## src/rtl/dda_run_ctrl.sv

```systemverilog
// dda_run_ctrl -- run sequencer for the posit Van der Pol DDA core.
// Holds the run configuration, loads the initial conditions into the core,
// steps it a programmed number of times and streams decimated (x, y) samples.
// Optional feature macro: DDA_RUN_CTRL_NAR_HALT_EN (halt the run on a NaR state).
//
// Sample handshake: a sample transfers on a rising clk edge where samp_valid
// and samp_ready are both high. Once samp_valid rises it stays high with
// samp_x/samp_y/samp_last stable until that transfer; only abort or reset
// retract it. Backpressure freezes the core (dda_en=0 while a sample waits).
module dda_run_ctrl #(
  parameter int N  = 16,
  parameter int ES = 1
) (
  input  logic         clk,
  input  logic         rst_n,
  input  logic         cfg_we,
  input  logic [2:0]   cfg_addr,
  input  logic [N-1:0] cfg_wdata,
  input  logic         start,
  input  logic         abort,
  output logic         busy,
  output logic         done,
  output logic         err,
  output logic         dda_en,
  output logic         dda_rst,
  output logic [N-1:0] dda_icx,
  output logic [N-1:0] dda_icy,
  output logic [N-1:0] dda_mu,
  output logic [N-1:0] dda_dt,
  input  logic [N-1:0] dda_x,
  input  logic [N-1:0] dda_y,
  output logic         samp_valid,
  input  logic         samp_ready,
  output logic [N-1:0] samp_x,
  output logic [N-1:0] samp_y,
  output logic         samp_last,
  output logic [2:0]   dbg_state
);

  // ES only matters to the core; reject a width combination it cannot hold.
  if (ES > N - 2) begin : g_es_range
    $error("dda_run_ctrl: ES too large for N");
  end

  typedef enum logic [2:0] {
    S_IDLE = 3'd0,
    S_LOAD = 3'd1,
    S_RUN  = 3'd2,
    S_EMIT = 3'd3,
    S_DONE = 3'd4
  } state_t;

  localparam logic [N-1:0] ONE = {{(N-1){1'b0}}, 1'b1};

  state_t       r_state;
  state_t       w_next;
  logic         r_done;
  logic [N-1:0] r_icx;
  logic [N-1:0] r_icy;
  logic [N-1:0] r_mu;
  logic [N-1:0] r_dt;
  logic [N-1:0] r_steps;
  logic [N-1:0] r_decim;
  logic [N-1:0] r_steps_left;
  logic [N-1:0] r_dec_cnt;

  logic [N-1:0] w_decim_eff;
  logic         w_run_emit;
  logic         w_idle_like;
  logic         w_start_acc;
  logic         w_nar;
  logic         w_last;

  // Decimation of 0 behaves as 1; a RUN cycle ends its stretch on the
  // decimation boundary or on the final step so the last sample is the last step.
  always_comb begin
    w_decim_eff = (r_decim == '0) ? ONE : r_decim;
    w_run_emit  = (r_dec_cnt == w_decim_eff) || (r_steps_left == ONE);
    w_idle_like = (r_state == S_IDLE) || (r_state == S_DONE);
    w_start_acc = w_idle_like && start && !abort;
    w_last      = (r_steps_left == '0) || w_nar;
  end

`ifdef DDA_RUN_CTRL_NAR_HALT_EN
  localparam logic [N-1:0] NAR = {1'b1, {(N-1){1'b0}}};
  logic r_err;

  // A NaR on either state output ends the run early.
  always_comb begin
    w_nar = (dda_x == NAR) || (dda_y == NAR);
  end

  // err is sticky from the halting sample until the next accepted start.
  always_ff @(posedge clk) begin
    if (!rst_n) begin
      r_err <= 1'b0;
    end else if (w_start_acc) begin
      r_err <= 1'b0;
    end else if ((r_state == S_EMIT) && w_nar) begin
      r_err <= 1'b1;
    end
  end

  // The halting sample shows err while it is still being offered.
  always_comb begin
    err = r_err || ((r_state == S_EMIT) && w_nar);
  end
`else
  // Without the halt feature NaR values are ordinary samples.
  always_comb begin
    w_nar = 1'b0;
    err   = 1'b0;
  end
`endif

  // Next-state logic; abort outranks start and the sample handshake.
  always_comb begin
    w_next = r_state;
    case (r_state)
      S_IDLE, S_DONE: begin
        if (start) w_next = S_LOAD;
      end
      S_LOAD: begin
        w_next = (r_steps == '0) ? S_DONE : S_RUN;
      end
      S_RUN: begin
        if (w_nar || w_run_emit) w_next = S_EMIT;
      end
      S_EMIT: begin
        if (samp_ready) w_next = w_last ? S_DONE : S_RUN;
      end
      default: w_next = S_IDLE;
    endcase
    if (abort) w_next = S_IDLE;
  end

  // State register plus the one-cycle done pulse on entry to DONE.
  always_ff @(posedge clk) begin
    if (!rst_n) begin
      r_state <= S_IDLE;
      r_done  <= 1'b0;
    end else begin
      r_state <= w_next;
      r_done  <= (w_next == S_DONE) && (r_state != S_DONE);
    end
  end

  // Configuration registers, writable only while no run is in progress.
  always_ff @(posedge clk) begin
    if (!rst_n) begin
      r_icx   <= '0;
      r_icy   <= '0;
      r_mu    <= '0;
      r_dt    <= '0;
      r_steps <= '0;
      r_decim <= '0;
    end else if (cfg_we && w_idle_like) begin
      case (cfg_addr)
        3'd0:    r_icx   <= cfg_wdata;
        3'd1:    r_icy   <= cfg_wdata;
        3'd2:    r_mu    <= cfg_wdata;
        3'd3:    r_dt    <= cfg_wdata;
        3'd4:    r_steps <= cfg_wdata;
        3'd5:    r_decim <= cfg_wdata;
        default: ;
      endcase
    end
  end

  // Step and decimation counters; steps_left saturates at zero.
  always_ff @(posedge clk) begin
    if (!rst_n) begin
      r_steps_left <= '0;
      r_dec_cnt    <= '0;
    end else if (w_start_acc) begin
      r_steps_left <= r_steps;
      r_dec_cnt    <= ONE;
    end else if ((r_state == S_RUN) && !w_nar) begin
      if (r_steps_left != '0) r_steps_left <= r_steps_left - ONE;
      r_dec_cnt <= w_run_emit ? ONE : (r_dec_cnt + ONE);
    end
  end

  // Outputs decoded from the state; sample lanes read 0 outside EMIT.
  always_comb begin
    busy       = (r_state == S_LOAD) || (r_state == S_RUN) || (r_state == S_EMIT);
    done       = r_done;
    dda_rst    = (r_state == S_LOAD);
    dda_en     = (r_state == S_LOAD) || ((r_state == S_RUN) && !w_nar);
    dda_icx    = r_icx;
    dda_icy    = r_icy;
    dda_mu     = r_mu;
    dda_dt     = r_dt;
    samp_valid = (r_state == S_EMIT);
    samp_x     = '0;
    samp_y     = '0;
    samp_last  = 1'b0;
    if (r_state == S_EMIT) begin
      samp_x    = dda_x;
      samp_y    = dda_y;
      samp_last = w_last;
    end
    dbg_state  = r_state;
  end

endmodule

```

## config.mk

```make
export PLATFORM = sky130hd
export DESIGN_NAME = dda_run_ctrl
export DESIGN_NICKNAME = d
export VERILOG_FILES = /design/src/rtl/dda_run_ctrl.sv
export SDC_FILE = /design/constraint.sdc
export NUM_CORES = 1
export LEC_CHECK = 0
export CORE_MARGIN = 8
export CORE_UTILIZATION = 47
export CTS_BUF_LIST = sky130_fd_sc_hd__clkbuf_16
export CTS_CLUSTER_SIZE = 25
export DETAILED_ROUTE_END_ITERATION = 6
export PLACE_DENSITY = 0.79
export RECOVER_POWER = 100
export REMOVE_ABC_BUFFERS = 1
export SYNTH_ARGS = -nofsm -noshare
export SYNTH_HDL_FRONTEND = slang
export SYNTH_SLANG_ARGS = --single-unit
export TNS_END_PERCENT = 10
```

## constraint.sdc

```tcl
create_clock -name clk -period 2.7 [get_ports clk]
set_input_delay 0.54 -clock clk [delete_from_list [all_inputs] [get_ports clk]]
set_output_delay 0.54 -clock clk [all_outputs]
set_load 0.02 [all_outputs]
```

-- Word-level counts from Yosys, hierarchy flattened
Cells that the tools add are included.
- bits in read-only memories: 0
- output and inout port bits: 106
- bits of input ports: 57
- RAM bits: 0
- memories: 0
- word-level logic and storage cells: 70
- bits in latches: 0
- flip-flop bits (word level): 132
- shifts and indexed selects: 0
- divide/modulo/power cells: 0
- multipliers: 0
- $lt $le $gt $ge: 0
- multiplexer cells: 17
- bitwise operators: 1
- reductions and logical operators: 26
- eq/ne operators: 13
- add/sub/neg operators: 2
- operators by type and width (operator ; count):
    2-to-1 mux 16 bit ; 7
    logical NOT 16 bit ; 3
    2-to-1 mux 3 bit ; 6
    adder 16 x 1 -> 16 bit (second input constant) ; 1
    == test 16 x 1 -> 1 bit (second input constant) ; 1
    == test 16 bit ; 1
    nonzero test 16 bit ; 1
    subtractor 16 x 1 -> 16 bit (second input constant) ; 1
    AND reduction 2 bit ; 7
    == test 3 x 2 -> 1 bit (second input constant) ; 4
    == test 3 bit (second input constant) ; 4
    case mux 3 bit (4 select lines) ; 1
    == test 3 x 1 -> 1 bit (second input constant) ; 2
    logical NOT 3 bit ; 2
    logical AND 1 bit ; 4
    logical OR 1 bit ; 4
    nonzero test 2 bit ; 2
    OR reduction 2 bit ; 2
    2-to-1 mux 1 bit ; 3
    inequality test 3 bit (second input constant) ; 1
    logical NOT 1 bit ; 1
    NOT 1 bit ; 1

-- Logic depth before layout (Yosys ltp)
- word-level depth: 9
- gate-level depth with buffers: 8
- mapped depth without buffers: 6

-- Least setup slack after synthesis
No wires, ideal clock.
- path kind: reg2out
- from: reg r_state[0], in the netlist dbg_state[0]
- to: out samp_x[0]
- buffers on the path: 3
- cell stages (with the launch flop): 6
- required time: 2160 ps
- data arrival time: 1709 ps
- setup slack: 451 ps
- cell sequence: dfxtp_1 clkbuf_1 and3_1 clkbuf_1 clkbuf_1 and2_1
- cells in the longest elaborated chain, start to end: 2
- ends and longest elaborated chain (item ; RTL line ; RTL):
    start, declared ; 55 ; state_t r_state;
    start signal, assigned ; 143 ; r_state <= w_next;
    == test 3 x 2 -> 1 bit ; n/a ;
    net samp_valid ; 32 ; output logic samp_valid,
    2-to-1 mux 16 bit ; 198 ; if (r_state == S_EMIT) begin
    end, declared ; 34 ; output logic [N-1:0] samp_x,
The timed path passes the listed nets, and every way through them passes these cells.

-- Final worst setup path
- from: reg r_state[0], in the netlist dbg_state[0]
- to: out busy
- cells in the longest elaborated chain, start to end: 3
- elaborated cells on any way between the ends: 5
- classes of those cells: eq/ne (3); reduce/logical (2)
- ends and longest elaborated chain (item ; RTL line ; RTL):
    == test 3 x 1 -> 1 bit or == test 3 x 2 -> 1 bit (tied branches) ; 186 ; busy = (r_state == S_LOAD) || (r_state == S_RUN) || (r_state == S_EMIT);
    logical OR 1 bit ; 186 ;
    logical OR 1 bit (*) ; 186 ;
    end, declared ; 21 ; output logic busy,
Mark *: on every way between the ends. The rest lies on a longest branch, timed or not.

==> impl_metrics.json <==
{
  "synth.area.top_cells": "dfxtp_1 (45%), nand2_1 (12%), a21oi_1 (7.7%)",
  "max-cap-violations": 0,
  "setup_viol": 0,
  "muxShareOfSynthArea_pct": 3.11,
  "vdd_drop_max_mv": 0.443,
  "die_w_um": 128,
  "tightestPinTransition_ns": 0.963,
  "synth_area_per_cell_um2": 8.21,
  "relSlewSlack_pct": 35.8,
  "synth_top_family_by_area": "simple AND/OR/NAND/NOR gates",
  "start_util_pct": 47.2,
  "drt_wl_total_um": 18600,
  "clk_pin_slew_ns": 0.06,
  "synth_edf_count": 0,
  "cts_tree": "done",
  "p_int_uw": 3650,
  "drv_slew": 0,
  "synth_common_cells": "nand2_1 (182), dfxtp_1 (132), a21oi_1 (90), clkbuf_1 (39), nor2_1 (35)",
  "worstPathRequired_ns": 2.16,
  "reg2reg_from": "r_steps_left[2]",
  "final.period_utilization_pct": 97.4,
  "drive_above_1_share_pct": 7.26,
  "yosysMostFrequentCell": "nand2_1",
  "grt_pass1_wl_um": 29400,
  "grt_pass1_vias": 5714,
  "hp-class": "flip-flop to flip-flop",
  "powerDensity_mw_per_mm2": 587,
  "synth_compound_area_share_pct": 14.4,
  "wl_per_cell_um": 17.6,
  "cts.sinks": 132,
  "clkPwrFrac_pct": 48.6,
  "io_buffers": 161,
  "leakage_uw": 0.00319,
  "ys.flop_type": "dfxtp_1",
  "holdPathStages": 2,
  "overflow": 0,
  "p_sw_uw": 1180,
  "hold_path_startpoint": "dda_dt[5]",
  "cp-start-kind": "flip-flop",
  "yosysWarnings": 0,
  "synth-adder-area-share_pct": 0.640,
  "sw_frac_of_total_pct": 24.4,
  "rsz0062_at_grt": "true",
  "cts_inserted_buffers": 17,
  "fmax_mhz": 380,
  "crit_fanout": 7,
  "ys_types": 62,
  "rrSetupSlack_ns": 0.13,
  "clk-insertion-delay-late_ns": 0.41,
  "p_seq_share_pct": 41.9,
  "yosys.area_share.simple_pct": 28.6,
  "avgViaCountPerCell": 5.49,
  "synth_top_area_cell": "dfxtp_1",
  "post-cts-setup-buffers": 0,
  "min_to": "dda_dt[5]",
  "htree_levels": 4,
  "synthCells": 714,
  "critPathKind": "flip-flop to output port",
  "ioPinCount": 163,
  "num_rows": 41,
  "status": "complete, no violations",
  "fin_crit_ns": 2.63,
  "firstDrtPassIters": 5,
  "cp.arrival_ns": 2.09,
  "synth_seq_cells": 132,
  "fin_tns_setup_ns": 0,
  "design_area_mm2": 0.00821,
  "antenna_found_initial": 0,
  "dieArea_mm2": 0.0163,
  "cts-root-buf": "clkbuf_16",
  "timing.rr.end": "r_steps_left[3]",
  "crit_path_end_kind": "output port",
  "hpwlAfterDp_um": 13600,
  "coreArea_mm2": 0.0124,
  "async_flop_share_pct": 0,
  "die_height_um": 128,
  "placed_area_mm2": 0.00770,
  "n_antenna_cell": 0,
  "netlist.area_leader.share_pct": 45.1,
  "worst-r2r-cell-count": 5,
  "p_comb_share_pct": 9.4,
  "grt_use_total_pct": 22.5,
  "drt_iter0_drc": 304,
  "finalClockSkew_ns": 0.00798,
  "hold_viol": 0,
  "syn_to_final_growth_pct": 40.0,
  "clk_path_buf_depth": 2,
  "startpoint": "dbg_state[0]",
  "grt_max_degree": 57,
  "route.detailed.drc": 0,
  "synth_sequential_area_ratio_pct": 45.1,
  "synth-xor-area-share_pct": 4.48,
  "vias": 5782,
  "antenna_left": 0,
  "synth_area_mm2": 0.00586,
  "gp_congestion": 0.901,
  "nets": 929
}
-- area by class of cell --
class	count	area, µm²
sequential	132	2650
tap	172	215
clock buffer	17	425
inverter	7	26.3
clock inverter	15	181
multi-input combinational	530	2960
timing repair buffer	181	1750
fill	1031	4210
-- per-stage QoR --
stage	cells	setup slack (ns)	util (%)	hold WS [ns]	total power (µW)
detailed placement	1022	0.167	62.0	0.450	2530
global route	1054	-0.00985	66.1	0.469	4970
floorplan	669	0.209	-	0.444	2270
CTS	1054	0.00558	66.9	0.459	4850
global placement	1022	0.272	62.0	0.441	2520
finish	1054	0.0714	66.1	0.457	4820
-- state kept, by name, summed over array words and instances (netlist names) --
signal        cells
dda_dt           16
dda_icx          16
dda_icy          16
dda_mu           16
r_dec_cnt        16
r_decim          16
r_steps          16
r_steps_left     16
dbg_state         3
done              1
-- timing repair --
item / 4_1_cts / 5_1_grt
endpoints found under the setup margin: 34 / 33
hold buffers: 0 / 0
hold endpoints to repair: 0 / 0
gates resized for setup: 3 / 4
-- worst max path at each step --
stage / to / slack, ns
after floorplan: r_steps_left[13] / 0.21
after global placement: r_decim[15] / 0.27
after detailed placement: r_decim[6] / 0.17
after CTS: samp_x[1] / 0.006
after global routing: busy / -0.01
final: busy / 0.07
-- layout by cell type (no fill, tap or decap), types with 4 or more instances in the layout --
cell type,Yosys,layout
a31oi_1,8,8
xor2_1,10,10
xnor2_1,20,20
clkinv_4,0,5
nor4_1,16,22
o311ai_0,5,5
dlygate4sd3_1,0,69
o211ai_1,4,4
nand4_1,10,10
a211oi_1,4,4
clkbuf_1,39,6
mux2i_1,16,16
nor4_2,10,4
a21oi_1,90,90
and3_1,6,6
dfxtp_1,132,130
and2_0,1,9
buf_4,1,12
inv_1,6,6
or4_1,4,6
nor3_1,6,6
nand3b_1,4,4
clkbuf_16,0,17
and2_1,33,25
nor2_1,35,35
nand2_1,182,182
nand3_1,10,10
clkdlybuf4s50_1,0,88
or3_1,4,4
-- layer usage --
layer / wire length (µm) / track usage, % / up-vias
li1: - / - / 2786
met1: 7740 / 26.6 / 2709
met2: 8430 / 36.1 / 262
met3: 2180 / 9.65 / 25
met4: 250 / 7.41 / 0
met5: 0 / 0 / -
-- power by group through the flow --
stage	clock network, µW	registers, µW	logic (µW)
2_1_floorplan	0	2080	189
3_3_place_gp	0	2060	457
3_5_place_dp	0	2060	466
4_1_cts	2360	2020	469
5_1_grt	2450	2030	490
6_report	2350	2020	455
-- critical path, cell delays in order, from the launching register on --
cell and delay [ns]:
dfxtp_2 0.37, buf_4 0.17, nor2_1 0.43, nor2_1 0.13
clkdlybuf4s50_1 0.58
-- logic make-up after synthesis --
group / after synthesis
simple gates: 338
compound gates: 140
flops: 132
buf+inv: 52
xor+xnor: 30
mux: 18
fa+ha+maj: 3
other cells: 1
Power figures use the tool's default switching activity.
